<file path="src/rtl/mem_arbiter.sv">
// mem_arbiter: shares the single Data_Memory line port between the data cache
// (requester 0) and the instruction-cache refill path (requester 1).
// Round-robin grant, grant held until memory ack, one-cycle release gap,
// and a timeout watchdog that raises a sticky error flag.
module mem_arbiter #(
   parameter int TIMEOUT = 64,
   parameter int CNT_W   = 7
) (
   input  logic         clk_i,
   input  logic         rst_i,
   input  logic         m0_enable_i,
   input  logic         m0_write_i,
   input  logic [31:0]  m0_addr_i,
   input  logic [255:0] m0_data_i,
   output logic         m0_ack_o,
   output logic [255:0] m0_data_o,
   input  logic         m1_enable_i,
   input  logic         m1_write_i,
   input  logic [31:0]  m1_addr_i,
   input  logic [255:0] m1_data_i,
   output logic         m1_ack_o,
   output logic [255:0] m1_data_o,
   output logic         mem_enable_o,
   output logic         mem_write_o,
   output logic [31:0]  mem_addr_o,
   output logic [255:0] mem_data_o,
   input  logic         mem_ack_i,
   input  logic [255:0] mem_data_i,
   output logic         err_o
);

   typedef enum logic [1:0] {
      IDLE    = 2'd0,
      GRANT0  = 2'd1,
      GRANT1  = 2'd2,
      RELEASE = 2'd3
   } state_t;

   state_t           state_q, state_d;
   logic             last_grant_q, last_grant_d;
   logic [CNT_W-1:0] cnt_q, cnt_d;
   logic             err_q, err_d;

   logic             granted;      // in GRANT0 or GRANT1
   logic             sel;          // 1 when requester 1 owns the port
   logic             sel_enable;   // enable of the current owner
   logic             timeout_hit;  // last permitted grant cycle without ack
   logic             active;       // grant in effect and not being reset

   // Decode the current owner and watchdog condition.
   always_comb begin
      granted     = (state_q == GRANT0) || (state_q == GRANT1);
      sel         = (state_q == GRANT1);
      sel_enable  = sel ? m1_enable_i : m0_enable_i;
      timeout_hit = (cnt_q == CNT_W'(TIMEOUT - 1));
      active      = granted && !rst_i;
   end

   // State register with synchronous reset; last_grant resets to 1 so that
   // requester 0 wins the first tie.
   always_ff @(posedge clk_i) begin
      if (rst_i) begin
         state_q      <= IDLE;
         last_grant_q <= 1'b1;
         cnt_q        <= '0;
         err_q        <= 1'b0;
      end else begin
         state_q      <= state_d;
         last_grant_q <= last_grant_d;
         cnt_q        <= cnt_d;
         err_q        <= err_d;
      end
   end

   // Next-state logic: arbitration in IDLE, completion / early drop / timeout
   // in GRANTx, single-cycle RELEASE gap.
   always_comb begin
      state_d      = state_q;
      last_grant_d = last_grant_q;
      cnt_d        = cnt_q;
      err_d        = err_q;
      case (state_q)
         IDLE: begin
            if (m0_enable_i && (!m1_enable_i || last_grant_q)) begin
               state_d      = GRANT0;
               last_grant_d = 1'b0;
               cnt_d        = '0;
            end else if (m1_enable_i) begin
               state_d      = GRANT1;
               last_grant_d = 1'b1;
               cnt_d        = '0;
            end
         end
         GRANT0, GRANT1: begin
            if (mem_ack_i) begin
               // An ack coincident with an enable drop is a normal completion.
               state_d = RELEASE;
            end else if (!sel_enable || timeout_hit) begin
               // Abandoned or hung transaction: release without an ack.
               state_d = RELEASE;
               err_d   = 1'b1;
            end else begin
               cnt_d = cnt_q + 1'b1;
            end
         end
         RELEASE: begin
            state_d = IDLE;
         end
         default: begin
            state_d = IDLE;
         end
      endcase
   end

   // Output steering: owner's request to memory, ack routed back to the owner
   // only; everything forced low while reset is asserted.
   always_comb begin
      mem_enable_o = active && sel_enable;
      mem_write_o  = active && (sel ? m1_write_i : m0_write_i);
      mem_addr_o   = active ? (sel ? m1_addr_i : m0_addr_i) : 32'd0;
      mem_data_o   = active ? (sel ? m1_data_i : m0_data_i) : 256'd0;
      m0_ack_o     = active && !sel && mem_ack_i;
      m1_ack_o     = active && sel && mem_ack_i;
      m0_data_o    = rst_i ? 256'd0 : mem_data_i;
      m1_data_o    = rst_i ? 256'd0 : mem_data_i;
      err_o        = err_q && !rst_i;
   end

endmodule

</file>
<file path="config.mk">
export PLATFORM = sky130hd
export DESIGN_NAME = mem_arbiter
export DESIGN_NICKNAME = d
export VERILOG_FILES = /design/src/rtl/mem_arbiter.sv
export SDC_FILE = /design/constraint.sdc
export NUM_CORES = 1
export LEC_CHECK = 0
export ABC_AREA = 1
export CORE_AREA = 2 2 642 644
export DETAILED_ROUTE_END_ITERATION = 8
export DIE_AREA = 0 0 644 646
export PLACE_DENSITY_LB_ADDON = 0.15
export SYNTH_ARGS = -nofsm -noshare
export SYNTH_HDL_FRONTEND = slang
export SYNTH_SLANG_ARGS = --single-unit
</file>
<file path="constraint.sdc">
create_clock -name clk_i -period 2.3 [get_ports clk_i]
set_clock_uncertainty 0.05 [all_clocks]
set_input_delay 0.23 -clock clk_i [delete_from_list [all_inputs] [get_ports clk_i]]
set_output_delay 0.23 -clock clk_i [all_outputs]
set_load 0.02 [all_outputs]
</file>
; ---- Yosys cells after proc, flatten, opt, wreduce, memory -nomap -nowiden
; Index checks and enable logic that the tools add are counted.
[word_totals]
input_bits = 839
output_inout_bits = 805
ff_bits = 11
word_cells = 57
[op_classes]
mux = 19
reduce_logical = 24
n_bitwise = 1
n_eq_ne = 8
add_sub_neg = 1
[op_table]
columns = op, n
row1 = 256-bit two-way mux, 3
row2 = 32-bit two-way mux, 2
row3 = 7-bit two-way mux, 4
row4 = 7-bit one-hot mux with 2 select lines, 1
row5 = 1-bit logical AND, 9
row6 = 2-bit two-way mux, 4
row7 = 7-bit by 1-bit adder with 7-bit output (second input constant), 1
row8 = 7-bit by 6-bit equality test with 1-bit output (second input constant), 1
row9 = 3-bit inequality test (second input constant), 2
row10 = 2-bit one-hot mux with 3 select lines, 1
row11 = 2-bit equality test (second input constant), 2
row12 = 1-bit logical NOT, 4
row13 = 1-bit two-way mux, 4
row14 = 2-bit inequality test (second input constant), 2
row15 = 2-bit AND reduction, 2
row16 = 4-bit AND reduction, 1
row17 = 2-bit nonzero test, 2
row18 = 1-bit logical OR, 3
row19 = 3-bit AND reduction, 1
row20 = 2-bit by 1-bit equality test with 1-bit output (second input constant), 1
row21 = 2-bit logical NOT, 1
row22 = 2-bit OR reduction, 1
row23 = 1-bit inverter, 1

; ---- Logic depth before layout (Yosys ltp)
[depth]
depth_word = 7
ltp_mapped = 10
mapped_depth_nobuf = 10

; ---- Least setup slack after synthesis
; No wires, ideal clock.
[synth_timing]
path_kind = reg-to-output
start = reg state_q[1]
end = out mem_addr_o[0]
stages_incl_launch_ff = 10
arrival_ns = 1.987
required_ns = 2.020
n_path_buf = 2
slack_ns = 0.033
cell_sequence = dfxtp_1 inv_1 ha_1 inv_2 nor2_4 inv_2 or2_1 buf_2 clkbuf_1 o21ai_0
[synth_between]
elab_chain_cells = 4
word_cells_on_any_way = 6
classes_between = eq/ne: 2 / mux: 2 / reduce/logical: 2
[synth_rtl]
columns = element, line
row1 = start: declaration, 39  ; state_t state_q, state_d;
row2 = start signal: assignment, 68  ; state_q <= state_d;
row3 = 2-bit by 1-bit equality test with 1-bit output or 2-bit equality test (tied branches), "52, 53"
row4 = 1-bit logical OR, 52  ; granted = (state_q == GRANT0) || (state_q == GRANT1);
row5 = 1-bit logical AND, 56  ; active = granted && !rst_i;
row6 = 32-bit two-way mux (*), 120  ; mem_addr_o = active ? (sel ? m1_addr_i : m0_addr_i) : 32'd0;
row7 = end: declaration, 25  ; output logic [31:0] mem_addr_o,
; Every way passes the cells marked *; elsewhere a longest branch is shown, timed or not.

; ---- Final worst setup path
[layout_timing]
start = reg state_q[0]
end = out mem_data_o[57]
[layout_between]
elab_chain_cells = 4
word_cells_on_any_way = 6
classes_between = eq/ne: 2 / mux: 2 / reduce/logical: 2
[layout_rtl]
columns = element, line
row1 = 2-bit by 1-bit equality test with 1-bit output or 2-bit equality test (tied branches), "52, 53"
row2 = 1-bit logical OR, 52
row3 = 1-bit logical AND, 56
row4 = 256-bit two-way mux (*), 121  ; mem_data_o = active ? (sel ? m1_data_i : m0_data_i) : 256'd0;
row5 = end: declaration, 26  ; output logic [255:0] mem_data_o,
; Marks and branches as above.

==> impl_metrics.tcl <==
set metrics [dict create \
    status "finished, violations left" \
    violations "negative setup slack" \
    endpoint_kind "primary output" \
    firstDrtPassIters 4 \
    fin_area_um2 42000 \
    combPwrFrac 0.982 \
    dieArea_um2 416000 \
    power.density_nw_per_um2 811 \
    synth.avg_cell_area_um2 5.28 \
    fin_setup_tns_ns -112.18 \
    grt_antenna_before_repair 204 \
    fmax_mhz 348 \
    p_total_w 0.0341 \
    crit_path_start_kind "flip-flop" \
    synth-seq-cells 11 \
    syn-cell-area_um2 9910 \
    regArea_um2 225 \
    finalWorstSetupSlack_ns -0.575 \
    cap_violations 0 \
    port_buffers 1643 \
    drc 0 \
    worstMarginPinSlew_ns 0.589 \
    ys_types 22 \
    track_usage 0.131 \
    hold_depth 2 \
    cp.arrival_ns 2.60 \
    clkLatencyLatePin_ns 0.24 \
    die-width_um 644 \
    post_drt_wl_per_cell_um 32.5 \
    holdWs_ns 0.449 \
    crit_type "flip-flop to primary output" \
    drt_iter0_drc 1084 \
    clkPwrFrac 0.010 \
    die_h_um 646 \
    slew_headroom 0.606 \
    grt_pass1_wl_mm 332 \
    detailed_place_hpwl_mm 269 \
    p_sw_frac 0.540 \
    area_growth_pct 324 \
    synth_most_common_cell "inv_1" \
    numCtsBuffers 3 \
    yosys.area.top_type "inv_1" \
    r2r_cells 15 \
    period_share 1.25 \
    fin_nets 4447 \
    drt_wl_total_mm 295 \
    critPathMaxStageDelay_ns 0.36 \
    dp_cells 8946 \
    finalHoldViolCount 0 \
    synthTopCellsByCount "561 x inv_1, 299 x nand3_1, 275 x nor2_1" \
    rows 235 \
    crit_chain "inv_4 -> ha_4 -> inv_4 -> nor2_4 -> inv_4 -> or2_4 -> buf_12 -> buf_12 -> buf_8 -> o21ai_4 -> buf_6 -> buf_12" \
    io_pins 1644 \
    grt_max_degree 39 \
    grt_overflow 0 \
    yosys_warnings 0 \
    dpl_cell_area_um2 36400 \
    synth_edf_count 0 \
    crit_family "buffers and inverters" \
    p_int_w 0.0157 \
    synth_area_leaders "inv_1 21%, buf_4 19%, o21ai_2 18%" \
    htree_levels 1 \
    cts_tree "yes" \
    setup_viol 290 \
    slew_viol_final 0 \
    worstHoldPathType "flip-flop to flip-flop" \
    gp_congestion 0.923 \
    stdcell_count 9086 \
    synth_flop_cell "dfxtp_1" \
    switchingPower_w 0.0184 \
    clk_pin_slew_ns 0.04 \
    required_ns 2.02 \
    avgViaCountPerCell 2.25 \
    p_seq_frac 0.009 \
    fillCellCount 47400 \
    layout-drive-gt1-share 0.347 \
    postRouteAntennaNets 0 \
    clockRootBuffer "clkbuf_16" \
    grt_pass1_vias 20800 \
    leakage_nw 16.1 \
    dr_total_vias 20500 \
    period_needed_ns 2.88 \
    critical_path_depth 12 \
    synth_top_area_share 0.213 \
    synth_fp_nets 2717 \
    rsz0062_at_grt "yes" \
    synthCells 1875 \
    crit_fanout 8 \
    ys_async_sr_fraction 0 \
    synth_seq_area_share 0.0222 \
    core_area_um2 409000 \
    clockBufferDepth 2 \
    multi_input_area_um2 7960 \
    crit_slowest_cell "dfxtp_4" \
    cts_num_sinks 11 \
    ir_worst_vdd_uv 403 \
    initial_core_util 0.0242 \
    worst-path-buf-inv 8 \
]
-- layout by cell type, fill, tap and decap left out --
| cell type | Yosys | routed |
|---|---|---|
| a21oi_1 | 11 | 11 |
| nand4_1 | 2 | 2 |
| o21ai_2 | 200 | 43 |
| dlymetal6s2s_1 | 0 | 13 |
| dfxtp_4 | 0 | 1 |
| buf_6 | 22 | 153 |
| buf_8 | 0 | 25 |
| a31o_2 | 1 | 1 |
| nor2_4 | 1 | 2 |
| dfxtp_2 | 0 | 1 |
| nand3_2 | 0 | 81 |
| nor3_1 | 1 | 1 |
| bufbuf_16 | 0 | 1 |
| nor2_2 | 0 | 7 |
| or2_4 | 0 | 2 |
| inv_2 | 2 | 2 |
| o21bai_1 | 1 | 1 |
| clkdlybuf4s50_1 | 0 | 1260 |
| ha_4 | 0 | 2 |
| nand2_2 | 0 | 2 |
| dfxtp_1 | 11 | 9 |
| o21ai_4 | 0 | 233 |
| buf_4 | 256 | 279 |
| o21ai_0 | 94 | 7 |
| nor2_1 | 275 | 267 |
| nand3_1 | 299 | 183 |
| diode_2 | 0 | 31 |
| buf_16 | 0 | 17 |
| inv_4 | 0 | 3 |
| inv_1 | 561 | 558 |
| clkbuf_1 | 99 | 1 |
| o21ai_1 | 0 | 11 |
| clkbuf_16 | 0 | 27 |
| buf_12 | 0 | 334 |
| nor3b_1 | 1 | 1 |
| nand3_4 | 0 | 35 |
| nand2_1 | 29 | 27 |
| ha_1 | 3 | 1 |
-- stage by stage --
step	setup slack, ns	utilization
floorplan	0.0330	-
finish	-0.575	0.103
global placement	-0.896	0.0890
global route	-0.620	0.103
CTS	-0.696	0.0930
detailed placement	-0.838	0.0890
-- layer usage --
| metal | GRT usage | share of wire | up-vias |
|---|---|---|---|
| met5 | 0 | 0.0032 | - |
| met4 | 0.0236 | 0.027 | 116 |
| met3 | 0.0802 | 0.13 | 424 |
| met2 | 0.223 | 0.47 | 1265 |
| met1 | 0.138 | 0.37 | 9818 |
| li1 | - | - | 8831 |
-- path summary, 6_finish.rpt --
check	endpoint	slack, ns	startpoint
max reg2reg	cnt_q[6]	0.19	state_q[0]
min	last_grant_q	0.45	last_grant_q
max	mem_data_o[57]	-0.58	state_q[0]
min reg2reg	last_grant_q	0.45	last_grant_q
-- repair_timing --
action | 4_1_cts | 5_1_grt
pin swaps | 19 | 40
setup buffers | 23 | 70
resized for setup | 586 | 656
endpoints found under the setup margin | 326 | 334
hold buffers | 0 | 0
cloned | 9 | 30
-- tightest hold or removal path: cells and delay by family (launching register included) --
kind	cells	cell delay [ns]
compound gates	2	0.14
flops	1	0.33
-- cells by family after synthesis --
| group | Yosys count | synth area share |
|---|---|---|
| flops | 11 | 0.0222 |
| compound gates | 307 | 0.231 |
| simple gates | 609 | 0.270 |
| buf+inv | 945 | 0.472 |
| fa+ha+maj | 3 | 0.00379 |
-- power groups by stage --
stage                     clock network, W  logic (W)  registers [W]
after CTS                         0.000341     0.0286       0.000294
after global placement                   0     0.0263       0.000288
final                             0.000328     0.0335       0.000295
after floorplan                          0    0.00761       0.000272
after detailed placement                 0     0.0261       0.000287
after global routing              0.000345     0.0352       0.000301
-- sequential cells by signal, summed over array words and instances (netlist names) --
signal        cells
state_q           2
last_grant_q      1
err_q             1
cnt_q             7
-- final cells by class --
| class | instances | area share |
|---|---|---|
| inverter | 563 | 0.0505 |
| multi-input combinational | 920 | 0.189 |
| sequential | 11 | 0.00536 |
| timing repair buffer | 2106 | 0.589 |
| tap | 5451 | 0.162 |
| clock buffer | 4 | 0.00188 |
| antenna | 31 | 0.00185 |
Power figures use the tool's default switching activity.
==> patch (same flow settings) <==
Change the parameter `CNT_W` from 7 to 14.
--- a/src/rtl/mem_arbiter.sv
+++ b/src/rtl/mem_arbiter.sv
@@ -4,7 +4,7 @@
 // and a timeout watchdog that raises a sticky error flag.
 module mem_arbiter #(
    parameter int TIMEOUT = 64,
-   parameter int CNT_W   = 7
+   parameter int CNT_W   = 14
 ) (
    input  logic         clk_i,
    input  logic         rst_i,
Function: not settled (the Yosys comparison gave no result); the edit may change what the design does.
==> patch against the unedited design <==
  * The run still ends with setup timing left
  * Largest cell class unchanged
  * Sequential cell count grew 7
  * Count of clock-buffer cells in the layout down 1
  * Hold slack lost 18 ps
  * First-iteration DRC count is 25% higher
  * Sequential share of layout area up 0.32 points
  * Wire length grew 13%
  * Die area unchanged
  * Total power is 26% lower
  * Design area is 0.42% higher
  * Critical path type unchanged
  * Setup slack worse by 46 ps
  * Synthesized area down 2.4%
==> patch: results (changes against the unedited design) <==
| Metric | Value |
|---|---|
| Worst slack at placement | `-1410 ps (-567 ps)` |
| Post-DP Area | `0.0378 mm2 (+3.9%)` |
| Grt met2 use | `26.0% (+3.7 points)` |
| Initial antenna violation count | `285 (+40%)` |
| Clock transition at path regs | `60 ps (+20 ps)` |
| Overall Global Routing Usage | `15.2% (+2.1 points)` |
| Top post-synthesis cells by area | `inv_1 22%, buf_4 20%, nand3_1 16%, nor2_1 11%, o21ai_1 10%` |
| P_int | `11900 uW (-24%)` |
| Met1 wire length | `132 mm (+22%)` |
| Worst path arrival time | `2640 ps (+40 ps)` |
| Max rail drop VDD | `255 uV (-37%)` |
| Critical path origin | `state_q[1]$_SDFFE_PP0P_` |
| Outcome | `complete, but fails checks` |
| FFs w/ async S/R, synth | `0% (unchanged)` |
| DR WL met3 | `37.4 mm (-4.2%)` |
| HPWL after detailed placement | `313 mm (+16%)` |
| Post-Syn Nets | `2809 (+3.4%)` |
| Critical Path Fanout Max | `8 (unchanged)` |
| GR Layer Usage met1 | `17.5% (+3.7 points)` |
| Worst min path class | `reg2reg` |
| Synth warn | `0 (unchanged)` |
| Sequential share of the synthesized area | `3.73% (+1.5 points)` |
| Top cells by count, synth | `573 x inv_1, 318 x nand3_1, 286 x nor2_1` |
| Synth cell types | `25 (+14%)` |
| Met2 Wirelength | `158 mm (+14%)` |
| TritonCTS buffer count | `3 (unchanged)` |
| Final nets | `4664 (+4.9%)` |
| Via count | `21900 (+7.0%)` |
| Largest regs | `cnt_q x14, state_q x2` |
| Clock root cell | `clkbuf_16` |
| Worst-skew pair later-pin latency | `260 ps (+20 ps)` |
| Synth Instances | `1967 (+4.9%)` |
| TritonRoute pass-1 iters | `5 (+1)` |
| Seq power | `387 uW` |
| Final Wtd Congestion | `0.932 (+0.91%)` |
| Fill count | `47600 (+0.24%)` |
| Layout cells sized above 1 | `35.9% (+1.2 points)` |
| Net switching power | `13300 uW (-28%)` |
| Per-cell routed wire length | `35.8 um (+10%)` |
| Setup violations, final | `299 (+3.1%)` |
| Largest net degree at the start of global routing | `45 (+15%)` |
| Setup TNS | `-125540 ps (-13350 ps)` |
| Placed cell count | `9179 (+2.6%)` |
| DR vias/cell | `2.35 (+4.4%)` |
| Max layer used | `met5` |
| Htree depth | `1 (unchanged)` |
| Hold Crit Start | `last_grant_q$_SDFFE_PP1P_` |
| Buffers on Ports | `1643 (unchanged)` |
| Crit Reg-Reg Startpoint | `state_q[0]$_SDFFE_PP0P_` |
| Leak pwr | `0.0169 uW (+5.1%)` |
| Final worst setup slack | `-621 ps (-45.7 ps)` |
| First-iteration detailed-routing DRC count | `1356 (+25%)` |
| Clk buf depth | `2 (unchanged)` |
| Ys flop type | `dfxtp_1` |
| Failing checks | `setup timing` |
| Global-route wire length before repair | `380 mm (+14%)` |
| Worst-Margin Slew | `862 ps (+273 ps)` |
| Grt met3 use | `7.64% (-0.39 points)` |
-- patch: cell types whose count changed after synthesis, sizes merged --
cell | unedited run | this run
dfxtp | 11 | 18
or2 | 1 | 2
nor2 | 276 | 287
nand3 | 299 | 318
o21ai | 294 | 295
nor3 | 1 | 8
clkbuf | 99 | 102
buf | 283 | 282
nand2 | 29 | 55
inv | 563 | 575
o21bai | 1 | 3
a21oi | 11 | 14
clkinv | 0 | 1
-- patch: path summary, 6_finish.rpt --
| path | end | depth (start not counted) | slack, ps |
|---|---|---|---|
| hold reg to reg | last_grant_q$_SDFFE_PP1P_ | 2 | 430 |
| setup reg to reg | cnt_q[7]$_SDFFE_PP0P_ | 13 | 210 |
| setup / recovery | mem_data_o[130] | 12 | -620 |
| hold / removal | last_grant_q$_SDFFE_PP1P_ | 2 | 430 |
-- patch: worst max-delay path, stage by stage, from the launching register on --
cell and delay (ps):
dfxtp_2 350, inv_2 60, ha_4 280, inv_4 40, nor2_4 120, inv_2 50
or2_4 290, buf_12 180, buf_16 170, buf_12 160, buf_4 140, o21ai_4 310
buf_12 180
-- patch: cells by family after synthesis --
logic type / count (synthesis) / synth area share [%]
buf+inv: 960 / 49.0
compound gates: 313 / 16.3
simple gates: 673 / 30.6
fa+ha+maj: 3 / 0.388
flops: 18 / 3.73
-- patch: area by class of cell --
type	instances	area, um2	area share [%]
Timing Repair Buffer	2234	25800	61.2
Multi-Input combinational cell	989	6860	16.2
Tap cell	5451	6820	16.2
Inverter	576	2170	5.13
Sequential cell	18	363	0.860
Antenna cell	42	105	0.249
Clock buffer	3	75.1	0.178
-- patch: timing repair --
item                       in CTS  in global routing
pin swaps                      23                 40
cloned                         11                 21
setup endpoints to repair     308                310
setup buffers                  35                 43
hold buffers                    0                  0
resized for setup             518                480
